**src/rtl/uart_rx_param.sv**
```systemverilog
// uart_rx_param: parametrised UART receiver, 2-flop synchroniser, 3-sample majority vote at mid-bit.
// Latency: rx_valid one clk after the tick that samples the last stop bit (3-4 clks after the line sample).
// Backpressure: none on the line side; optional FIFO (macro UART_RX_FIFO_EN) drops new words when full and sets overrun.
module uart_rx_param #(
    parameter int CLK_FREQ   = 100_000_000,
    parameter int BAUD_RATE  = 9_600,
    parameter int OVERSAMPLE = 16,
    parameter int DATA_BITS  = 8,
    parameter int PARITY     = 0,
    parameter int STOP_BITS  = 1
) (
    input  logic                 clk_fpga,
    input  logic                 reset,
    input  logic                 RxD,
`ifdef UART_RX_FIFO_EN
    input  logic                 rd_en,
    output logic                 fifo_empty,
    output logic                 fifo_full,
    output logic                 overrun,
`endif
    output logic [DATA_BITS-1:0] RxData,
    output logic                 rx_valid,
    output logic                 frame_err,
    output logic                 parity_err,
    output logic                 busy
);

    localparam int DIV   = CLK_FREQ / (BAUD_RATE * OVERSAMPLE);
    // Guarded so an illegal DIV still elaborates far enough to hit the check below.
    localparam int DIV_W = (DIV < 2) ? 2 : $clog2(DIV + 1);
    localparam int SC_W  = $clog2(OVERSAMPLE);

    localparam logic [DIV_W-1:0] DIV_LAST  = DIV_W'(DIV - 1);
    localparam logic [SC_W-1:0]  HALF_LAST = SC_W'(OVERSAMPLE / 2 - 1);
    localparam logic [SC_W-1:0]  FULL_LAST = SC_W'(OVERSAMPLE - 1);
    localparam logic [3:0]       DATA_LAST = 4'(DATA_BITS - 1);
    localparam logic [3:0]       STOP_LAST = 4'(STOP_BITS - 1);

    if (DIV < 2) begin : g_chk_div
        $error("uart_rx_param: CLK_FREQ/(BAUD_RATE*OVERSAMPLE) must be at least 2");
    end
    if (OVERSAMPLE < 4 || OVERSAMPLE > 16 || (OVERSAMPLE % 2) != 0) begin : g_chk_os
        $error("uart_rx_param: OVERSAMPLE must be even and within 4..16");
    end
    if (DATA_BITS < 5 || DATA_BITS > 9) begin : g_chk_db
        $error("uart_rx_param: DATA_BITS must be within 5..9");
    end
    if (PARITY < 0 || PARITY > 2) begin : g_chk_par
        $error("uart_rx_param: PARITY must be 0, 1 or 2");
    end
    if (STOP_BITS < 1 || STOP_BITS > 2) begin : g_chk_stop
        $error("uart_rx_param: STOP_BITS must be 1 or 2");
    end

    typedef enum logic [2:0] {
        S_IDLE,
        S_START,
        S_DATA,
        S_PARITY,
        S_STOP
    } state_t;

    state_t                state_q, state_d;
    logic [DIV_W-1:0]      div_q, div_d;
    logic                  tick;
    logic                  sync1_q, rxs_q;
    logic [1:0]            vote_q;
    logic                  voted;
    logic [SC_W-1:0]       sample_cnt_q, sample_cnt_d;
    logic [3:0]            bit_cnt_q, bit_cnt_d;
    logic                  armed_q, armed_d;
    logic [DATA_BITS-1:0]  shift_q, shift_d;
    logic                  par_err_q, par_err_d;
    logic                  stop_err_q, stop_err_d;
    logic                  frame_done;
    logic                  rx_valid_q;
    logic                  at_mid;

    // Free-running tick divider; only reset restarts its phase.
    always_comb div_d = tick ? '0 : div_q + DIV_W'(1);
    assign tick = (div_q == DIV_LAST);

    always_ff @(posedge clk_fpga) begin
        if (reset) div_q <= '0;
        else       div_q <= div_d;
    end

    // Two-flop synchroniser on the asynchronous line; idles high.
    always_ff @(posedge clk_fpga) begin
        if (reset) begin
            sync1_q <= 1'b1;
            rxs_q   <= 1'b1;
        end else begin
            sync1_q <= RxD;
            rxs_q   <= sync1_q;
        end
    end

    // Keep the two previous tick samples; together with the current one they form the vote window.
    always_ff @(posedge clk_fpga) begin
        if (reset)     vote_q <= 2'b11;
        else if (tick) vote_q <= {vote_q[0], rxs_q};
    end

    assign voted  = (vote_q[1] & vote_q[0]) | (vote_q[1] & rxs_q) | (vote_q[0] & rxs_q);
    assign at_mid = (sample_cnt_q == FULL_LAST);

    // State register.
    always_ff @(posedge clk_fpga) begin
        if (reset) state_q <= S_IDLE;
        else       state_q <= state_d;
    end

    // Next-state and counter logic; everything advances on tick only.
    // armed_q makes IDLE see a high sample before accepting a start edge, so a held-low
    // line (break) yields a single frame.
    always_comb begin
        state_d      = state_q;
        sample_cnt_d = sample_cnt_q;
        bit_cnt_d    = bit_cnt_q;
        armed_d      = armed_q;
        if (tick) begin
            case (state_q)
                S_IDLE: begin
                    if (rxs_q) begin
                        armed_d = 1'b1;
                    end else if (armed_q) begin
                        state_d      = S_START;
                        sample_cnt_d = '0;
                        armed_d      = 1'b0;
                    end
                end
                S_START: begin
                    if (sample_cnt_q == HALF_LAST) begin
                        sample_cnt_d = '0;
                        bit_cnt_d    = '0;
                        state_d      = voted ? S_IDLE : S_DATA;
                    end else begin
                        sample_cnt_d = sample_cnt_q + SC_W'(1);
                    end
                end
                S_DATA: begin
                    if (at_mid) begin
                        sample_cnt_d = '0;
                        if (bit_cnt_q == DATA_LAST) begin
                            bit_cnt_d = '0;
                            state_d   = (PARITY != 0) ? S_PARITY : S_STOP;
                        end else begin
                            bit_cnt_d = bit_cnt_q + 4'd1;
                        end
                    end else begin
                        sample_cnt_d = sample_cnt_q + SC_W'(1);
                    end
                end
                S_PARITY: begin
                    if (at_mid) begin
                        sample_cnt_d = '0;
                        state_d      = S_STOP;
                    end else begin
                        sample_cnt_d = sample_cnt_q + SC_W'(1);
                    end
                end
                S_STOP: begin
                    if (at_mid) begin
                        sample_cnt_d = '0;
                        if (bit_cnt_q == STOP_LAST) begin
                            bit_cnt_d = '0;
                            state_d   = S_IDLE;
                        end else begin
                            bit_cnt_d = bit_cnt_q + 4'd1;
                        end
                    end else begin
                        sample_cnt_d = sample_cnt_q + SC_W'(1);
                    end
                end
                default: state_d = S_IDLE;
            endcase
        end
    end

    // Output/datapath logic: data shift, parity and stop checks, frame completion strobe.
    always_comb begin
        shift_d    = shift_q;
        par_err_d  = par_err_q;
        stop_err_d = stop_err_q;
        frame_done = 1'b0;
        if (tick) begin
            case (state_q)
                S_START: begin
                    if (sample_cnt_q == HALF_LAST) begin
                        par_err_d  = 1'b0;
                        stop_err_d = 1'b0;
                    end
                end
                S_DATA: begin
                    if (at_mid) shift_d = {voted, shift_q[DATA_BITS-1:1]};
                end
                S_PARITY: begin
                    if (at_mid) par_err_d = ((^shift_q) ^ voted) != (PARITY == 1);
                end
                S_STOP: begin
                    if (at_mid) begin
                        stop_err_d = stop_err_q | ~voted;
                        frame_done = (bit_cnt_q == STOP_LAST);
                    end
                end
                default: ;
            endcase
        end
    end

    assign busy = (state_q != S_IDLE);

    // Counters and frame datapath registers; reset drops any partial word.
    always_ff @(posedge clk_fpga) begin
        if (reset) begin
            sample_cnt_q <= '0;
            bit_cnt_q    <= '0;
            armed_q      <= 1'b0;
            shift_q      <= '0;
            par_err_q    <= 1'b0;
            stop_err_q   <= 1'b0;
            rx_valid_q   <= 1'b0;
        end else begin
            sample_cnt_q <= sample_cnt_d;
            bit_cnt_q    <= bit_cnt_d;
            armed_q      <= armed_d;
            shift_q      <= shift_d;
            par_err_q    <= par_err_d;
            stop_err_q   <= stop_err_d;
            rx_valid_q   <= frame_done;
        end
    end

    // Every completed frame strobes rx_valid, including one the FIFO has to drop.
    assign rx_valid = rx_valid_q;

`ifdef UART_RX_FIFO_EN
    localparam int EW = DATA_BITS + 2;

    logic [EW-1:0] mem_q [4];
    logic [1:0]    wr_ptr_q, rd_ptr_q;
    logic [2:0]    cnt_q;
    logic          ovr_q;
    logic          pop, accept;

    assign pop    = rd_en && (cnt_q != 3'd0);
    assign accept = frame_done && ((cnt_q != 3'd4) || pop);

    // Four-entry first-word-fall-through FIFO of {frame_err, parity_err, data}.
    always_ff @(posedge clk_fpga) begin
        if (reset) begin
            for (int i = 0; i < 4; i++) mem_q[i] <= '0;
            wr_ptr_q <= '0;
            rd_ptr_q <= '0;
            cnt_q    <= '0;
            ovr_q    <= 1'b0;
        end else begin
            if (accept) begin
                mem_q[wr_ptr_q] <= {stop_err_d, par_err_q, shift_q};
                wr_ptr_q        <= wr_ptr_q + 2'd1;
            end
            if (pop) rd_ptr_q <= rd_ptr_q + 2'd1;
            cnt_q <= cnt_q + {2'b00, accept} - {2'b00, pop};
            if (frame_done && !accept) ovr_q <= 1'b1;
        end
    end

    assign {frame_err, parity_err, RxData} = mem_q[rd_ptr_q];
    assign fifo_empty = (cnt_q == 3'd0);
    assign fifo_full  = (cnt_q == 3'd4);
    assign overrun    = ovr_q;
`else
    logic [DATA_BITS-1:0] data_q;
    logic                 ferr_q, perr_q;

    // Delivered word and flags; flags hold until the next frame.
    always_ff @(posedge clk_fpga) begin
        if (reset) begin
            data_q <= '0;
            ferr_q <= 1'b0;
            perr_q <= 1'b0;
        end else if (frame_done) begin
            data_q <= shift_q;
            ferr_q <= stop_err_d;
            perr_q <= par_err_q;
        end
    end

    assign RxData     = data_q;
    assign frame_err  = ferr_q;
    assign parity_err = perr_q;
`endif

endmodule

```
**config.mk**
```make
export PLATFORM = sky130hd
export DESIGN_NAME = uart_rx_param
export DESIGN_NICKNAME = d
export VERILOG_FILES = /design/src/rtl/uart_rx_param.sv
export SDC_FILE = /design/constraint.sdc
export NUM_CORES = 1
export LEC_CHECK = 0
export ABC_AREA = 1
export BUFFER_PORTS_ARGS = -buffer_cell sky130_fd_sc_hd__buf_2
export CORE_MARGIN = 2
export CORE_UTILIZATION = 45
export CTS_BUF_LIST = sky130_fd_sc_hd__clkbuf_4 sky130_fd_sc_hd__clkbuf_8 sky130_fd_sc_hd__clkbuf_16
export CTS_CLUSTER_SIZE = 8
export DETAILED_ROUTE_END_ITERATION = 8
export GPL_ROUTABILITY_DRIVEN = 0
export MAX_ROUTING_LAYER = met4
export PLACE_DENSITY = 0.68
export SYNTH_ARGS = -nofsm -noshare
export SYNTH_HDL_FRONTEND = slang
export SYNTH_SLANG_ARGS = --single-unit
```
**constraint.sdc**
```tcl
create_clock -name clk_fpga -period 2.8 [get_ports clk_fpga]
set_input_delay 0.14 -clock clk_fpga [delete_from_list [all_inputs] [get_ports clk_fpga]]
set_output_delay 0.14 -clock clk_fpga [all_outputs]
set_load 0.02 [all_outputs]
```
# [Word level (Yosys, flattened, before mapping)]
# Cells that the tools add are included.
[totals] register_bits=47 in_bits=3 out_inout_bits=12 wordCells=89
[classes] addsub=3 eq_ne=16 muxes=32 n_bitwise=8 reduce_logical=15
[op_table] operator="$mux W4" count=9
[op_table] operator="$mux W3" count=8
[op_table] operator="$pmux W4 S3" count=2
[op_table] operator="$ne A2 B2 Y1 const B" count=8
[op_table] operator="$pmux W3 S5" count=1
[op_table] operator="$add A10 B1 Y10 const B" count=1
[op_table] operator="$eq A10 B10 Y1 const B" count=1
[op_table] operator="$mux W1" count=9
[op_table] operator="$reduce_and A9 Y1" count=1
[op_table] operator="$reduce_bool A3 Y1" count=3
[op_table] operator="$add A4 B1 Y4 const B" count=2
[op_table] operator="$eq A4 B3 Y1 const B" count=2
[op_table] operator="$reduce_and A4 Y1" count=2
[op_table] operator="$reduce_xor A8 Y1" count=1
[op_table] operator="$eq A3 B2 Y1 const B" count=2
[op_table] operator="$reduce_and A5 Y1" count=1
[op_table] operator="$eq A4 B4 Y1 const B" count=1
[op_table] operator="$logic_not A4 Y1" count=1
[op_table] operator="$pmux W1 S2" count=2
[op_table] operator="$and A1 B1 Y1" count=3
[op_table] operator="$eq A3 B1 Y1 const B" count=1
[op_table] operator="$eq A3 B3 Y1 const B" count=1
[op_table] operator="$logic_not A3 Y1" count=1
[op_table] operator="$or A1 B1 Y1" count=3
[op_table] operator="other kinds (8)" count=8

# [Depth between registers and ports, before layout]
[logic_depth] word_depth=8 ltp_mapped=11 ltp_nobuf=11

# [Worst setup path before layout]
# Ideal clock, no wire load.
[synth_path] kind="reg2reg" startpoint="register div_q[0]" endpoint="register data_q[0], in the netlist RxData[0]" setup_time_ps=113 arrival_ps=1343 path_slack_ps=1344 path_stages_with_launch=9 path_cell_list="dfxtp_1 inv_1 ha_1 nand3_1 nor2_8 nand4_4 buf_6 o21ai_1 nor2_1"
[synth_between] elab_chain_len=2
[synth_rtl] element="start: declaration" line="64" source="logic [DIV_W-1:0] div_q, div_d;"
[synth_rtl] element="start signal: assignment" line="85" source="else div_q <= div_d;"
[synth_rtl] element="$eq A10 B10 Y1" line="81" source="assign tick = (div_q == DIV_LAST);"
[synth_rtl] element="$mux W1" line="187" source="if (tick) begin"
[synth_rtl] element="end signal: assignment" line="284" source="data_q <= shift_q;"
[synth_rtl] element="end: declaration" line="274" source="logic [DATA_BITS-1:0] data_q;"
# Every way passes these cells.
# A chain may end at the register's enable or synchronous reset.

# [Worst setup path in the final report]
[layout_path] startpoint="register sample_cnt_q[0]" endpoint="register data_q[3], in the netlist RxData[3]"
[layout_between] elab_chain_len=4
[layout_rtl] element="start: declaration" line="69" source="logic [SC_W-1:0] sample_cnt_q, sample_cnt_d;"
[layout_rtl] element="start signal: assignment" line="225" source="sample_cnt_q <= sample_cnt_d;"
[layout_rtl] element="$eq A4 B4 Y1" line="106" source="assign at_mid = (sample_cnt_q == FULL_LAST);"
[layout_rtl] element="$mux W1" line="202" source="if (at_mid) begin"
[layout_rtl] element="$mux W1" line="188" source="case (state_q)"
[layout_rtl] element="$mux W1" line="187"
# Every way passes these cells.

==> summary.md <==
| Metric | Value |
|---|---|
| Status | `complete, no violations` |
| Max-Cap Viols | `0` |
| Max Buffers Root-to-Sink | `2` |
| Fin Setup TNS | `0 ps` |
| Clk Latency, worst-skew pair | `around 290 ps` |
| Pleak | `1.15 nW` |
| WL/cell | `10.1 microns` |
| GRT met3 Usage | `0.0261` |
| Simple-gate area share of the yosys netlist | `0.353` |
| Post-layout nets | `roughly 360` |
| Period utilization | `0.589` |
| First drt pass iteration count | `4` |
| Worst Tran Pin Value | `472 ps` |
| Die area | `5820 sq um` |
| Area delta synth->final | `8.83%` |
| Total Routing Usage GR | `0.161` |
| Final wirelength | `between 4 and 5 mm` |
| Post-Synth XOR/XNOR Area | `0.0112` |
| Crit Path Max Fanout | `13` |
| Hold_buf cts | `0` |
| I/O pin count | `15` |
| GR Overflow Total | `0` |
| # fillers | `~510` |
| Largest net degree at the start of global routing | `23` |
| N_diodes | `0` |
| Switching power total | `0.000222 W` |
| Routed via count | `2049` |
| Initial antenna violation count | `0` |
| First-pass GRT wire length | `7.69 mm` |
| Yosys warnings | `0` |
| I/O Buffers | `14` |
| Relative slew margins | `0.682` |
| CP arrival | `1830 ps` |
| Residual DRC | `0` |
| Horizontal die dimension | `76.3 microns` |
| Num Clock Sinks | `between 40 and 50` |
| ANT nets after route | `0` |
| Area leader, netlist | `dfxtp_1` |
| Sequential share of power | `0.627` |
| Initial DRC count | `168` |
| # Post-CTS Setup Buffers | `0` |
| CP Class | `flip-flop to flip-flop` |
| Clock root buffer | `clkbuf_8` |
| Synth Area in Compound Gates | `0.126` |
| Inserted Clock Buffers | `5` |
| Post-synthesis cell count | `337` |
| Most Crowded Layer GR | `met2` |
| Fin. max-slew vios | `0` |
| FMAX | `roughly 610 MHz` |
| Power density cells | `423 nW/um^2` |
| Combinational family with the most area after synthesis | `simple AND/OR/NAND/NOR gates` |
| Sequential share of the synthesized area | `0.400` |
| Dominant cells by area after synthesis | `dfxtp_1 40%, nand2_1 14%, nor2_1 7.7%` |
| Synth Register Bits | `47` |
| RSZ-0062 raised after global routing | `false` |
| H-tree Lvls | `2` |
| Synthesized area | `2350 sq um` |
| Worst Hold Class | `input port to flip-flop` |
| Mapped Avg Cell Area | `6.98 sq um` |
| Mapped Nets | `345` |
| Ys async rst share | `0` |
| CP endpoint kind | `flip-flop` |
| Met1 usage | `0.216` |
| Met2 Track Usage GR | `0.250` |
| Final hold slack | `around 37 ps` |
| Rows | `26` |
| Effective utilization at floorplan | `0.463` |
| Worst setup SP type | `flip-flop` |
| Multiplexer area fraction after synthesis | `0` |
| CP required | `about 3000 ps` |
| Layout cells sized above 1 | `0.125` |
| Die H | `76.3 microns` |
| DP HPWL | `3.21 mm` |
| Vias in the first global route | `~1800` |
| Worst reg2reg setup slack | `1150 ps` |
| Setup Skew | `roughly 7.5 ps` |
| Peak VDD IR | `around 190 uV` |
| Final setup fails | `0` |
| Final Hold Fails | `0` |
| Commonest cells in the netlist | `86 x nand2_1, 48 x nor2_1, 47 x dfxtp_1` |
| Cell internal pwr | `0.000859 W` |
| Clock-pin slew on the worst setup and hold paths | `80 ps` |
| Number of flops mapped to enable cells by yosys | `0` |
| Synth Area in Adders | `0.0266` |
| Synth top area share | `0.400` |
| Switching Fraction | `0.206` |
| Comb power frac | `0.025` |
| Top FF cell, synth | `dfxtp_1` |
| Yosys cell types | `32` |
| CTS tree | `done` |
| Min Tclk post-route | `about 1600 ps` |
| Top-count cell post-synth | `nand2_1` |
| Resized cells post-CTS | `0` |
| Clock power frac | `0.348` |
| Via density per instance | `4.84` |
| Core Box Area | `5070 sq um` |
-- flip-flops by register name, summed over array words and instances, names as in the netlist --
register	flops
rx_valid	1
bit_cnt_q	4
sync1_q	1
state_q	3
armed_q	1
stop_err_q	1
vote_q	2
parity_err	1
RxData	8
rxs_q	1
div_q	10
shift_q	8
frame_err	1
sample_cnt_q	4
par_err_q	1
-- placed cells by master, fill, tap and decap left out, types with 2 or more instances in the layout --
cell	count
o21ai_1	12
nand2_2	4
or2_2	3
clkbuf_8	5
inv_1	39
buf_2	14
xnor2_1	3
nand4_1	2
a31oi_1	2
a21oi_1	25
nor2_1	48
nor3_1	3
o21ai_0	18
nand3_1	16
nor2_2	3
nand4_4	2
ha_1	5
dfxtp_1	47
nor2_4	3
nand2_1	86
-- area by class of cell --
type                            instances  area [sq um]  share of cell area
Timing Repair Buffer                   15          77.6              0.0303
Inverter                               42           161              0.0631
Tap cell                               70          87.6              0.0342
Clock buffer                            6          76.3              0.0298
Multi-Input combinational cell        243          1210               0.475
Sequential cell                        47           941               0.368
-- power groups by stage --
stage	sequential [W]	clock, W	combinational (W)
final	0.000677	0.000377	0.0000272
after global routing	0.000678	0.000418	0.0000324
after CTS	0.000677	0.000393	0.0000280
after detailed placement	0.000693	0	0.0000278
after global placement	0.000693	0	0.0000274
after floorplan	0.000692	0	0.0000205
-- final timing paths --
kind                             endpoint  cells past startpoint            start
worst max-delay path            RxData[3]                      9  sample_cnt_q[0]
worst min-delay path              sync1_q                      2              RxD
worst max register to register  RxData[3]                      9  sample_cnt_q[0]
worst min register to register      rxs_q                      1          sync1_q
-- worst max-delay path, stage by stage (launching register included) --
cell	delay [ps]
dfxtp_1	340
ha_1	210
nand2_1	100
inv_1	40
nand2_1	150
inv_1	150
nand4_4	200
clkinv_2	160
nor2_1	130
nor2_1	50
-- routing by layer --
| metal | up-vias | wire, microns |
|---|---|---|
| met3 | 7 | 185 |
| met1 | 908 | 2110 |
| li1 | 1097 | - |
| met2 | 37 | 1910 |
| met5 | - | 0 |
| met4 | 0 | 55 |
-- metrics by stage --
step	setup slack (ps)	util	power, W	cells	area, sq um
global placement	1220	0.489	0.000720	417	2480
floorplan	1340	-	0.000713	337	2350
finish	1150	0.504	0.00108	423	2560
CTS	1130	0.504	0.00110	423	2560
detailed placement	1150	0.489	0.000721	417	2480
global route	1010	0.504	0.00113	423	2560
-- cells by family after synthesis --
| kind of cell | count (synthesis) |
|---|---|
| and+or+nand+nor | 177 |
| AOI/OAI and AO/OA | 58 |
| xor gates and xnor gates | 3 |
| DFF | 47 |
| adders and majority gates | 5 |
| buffers and inverters | 47 |
Power figures use the tool's default switching activity.
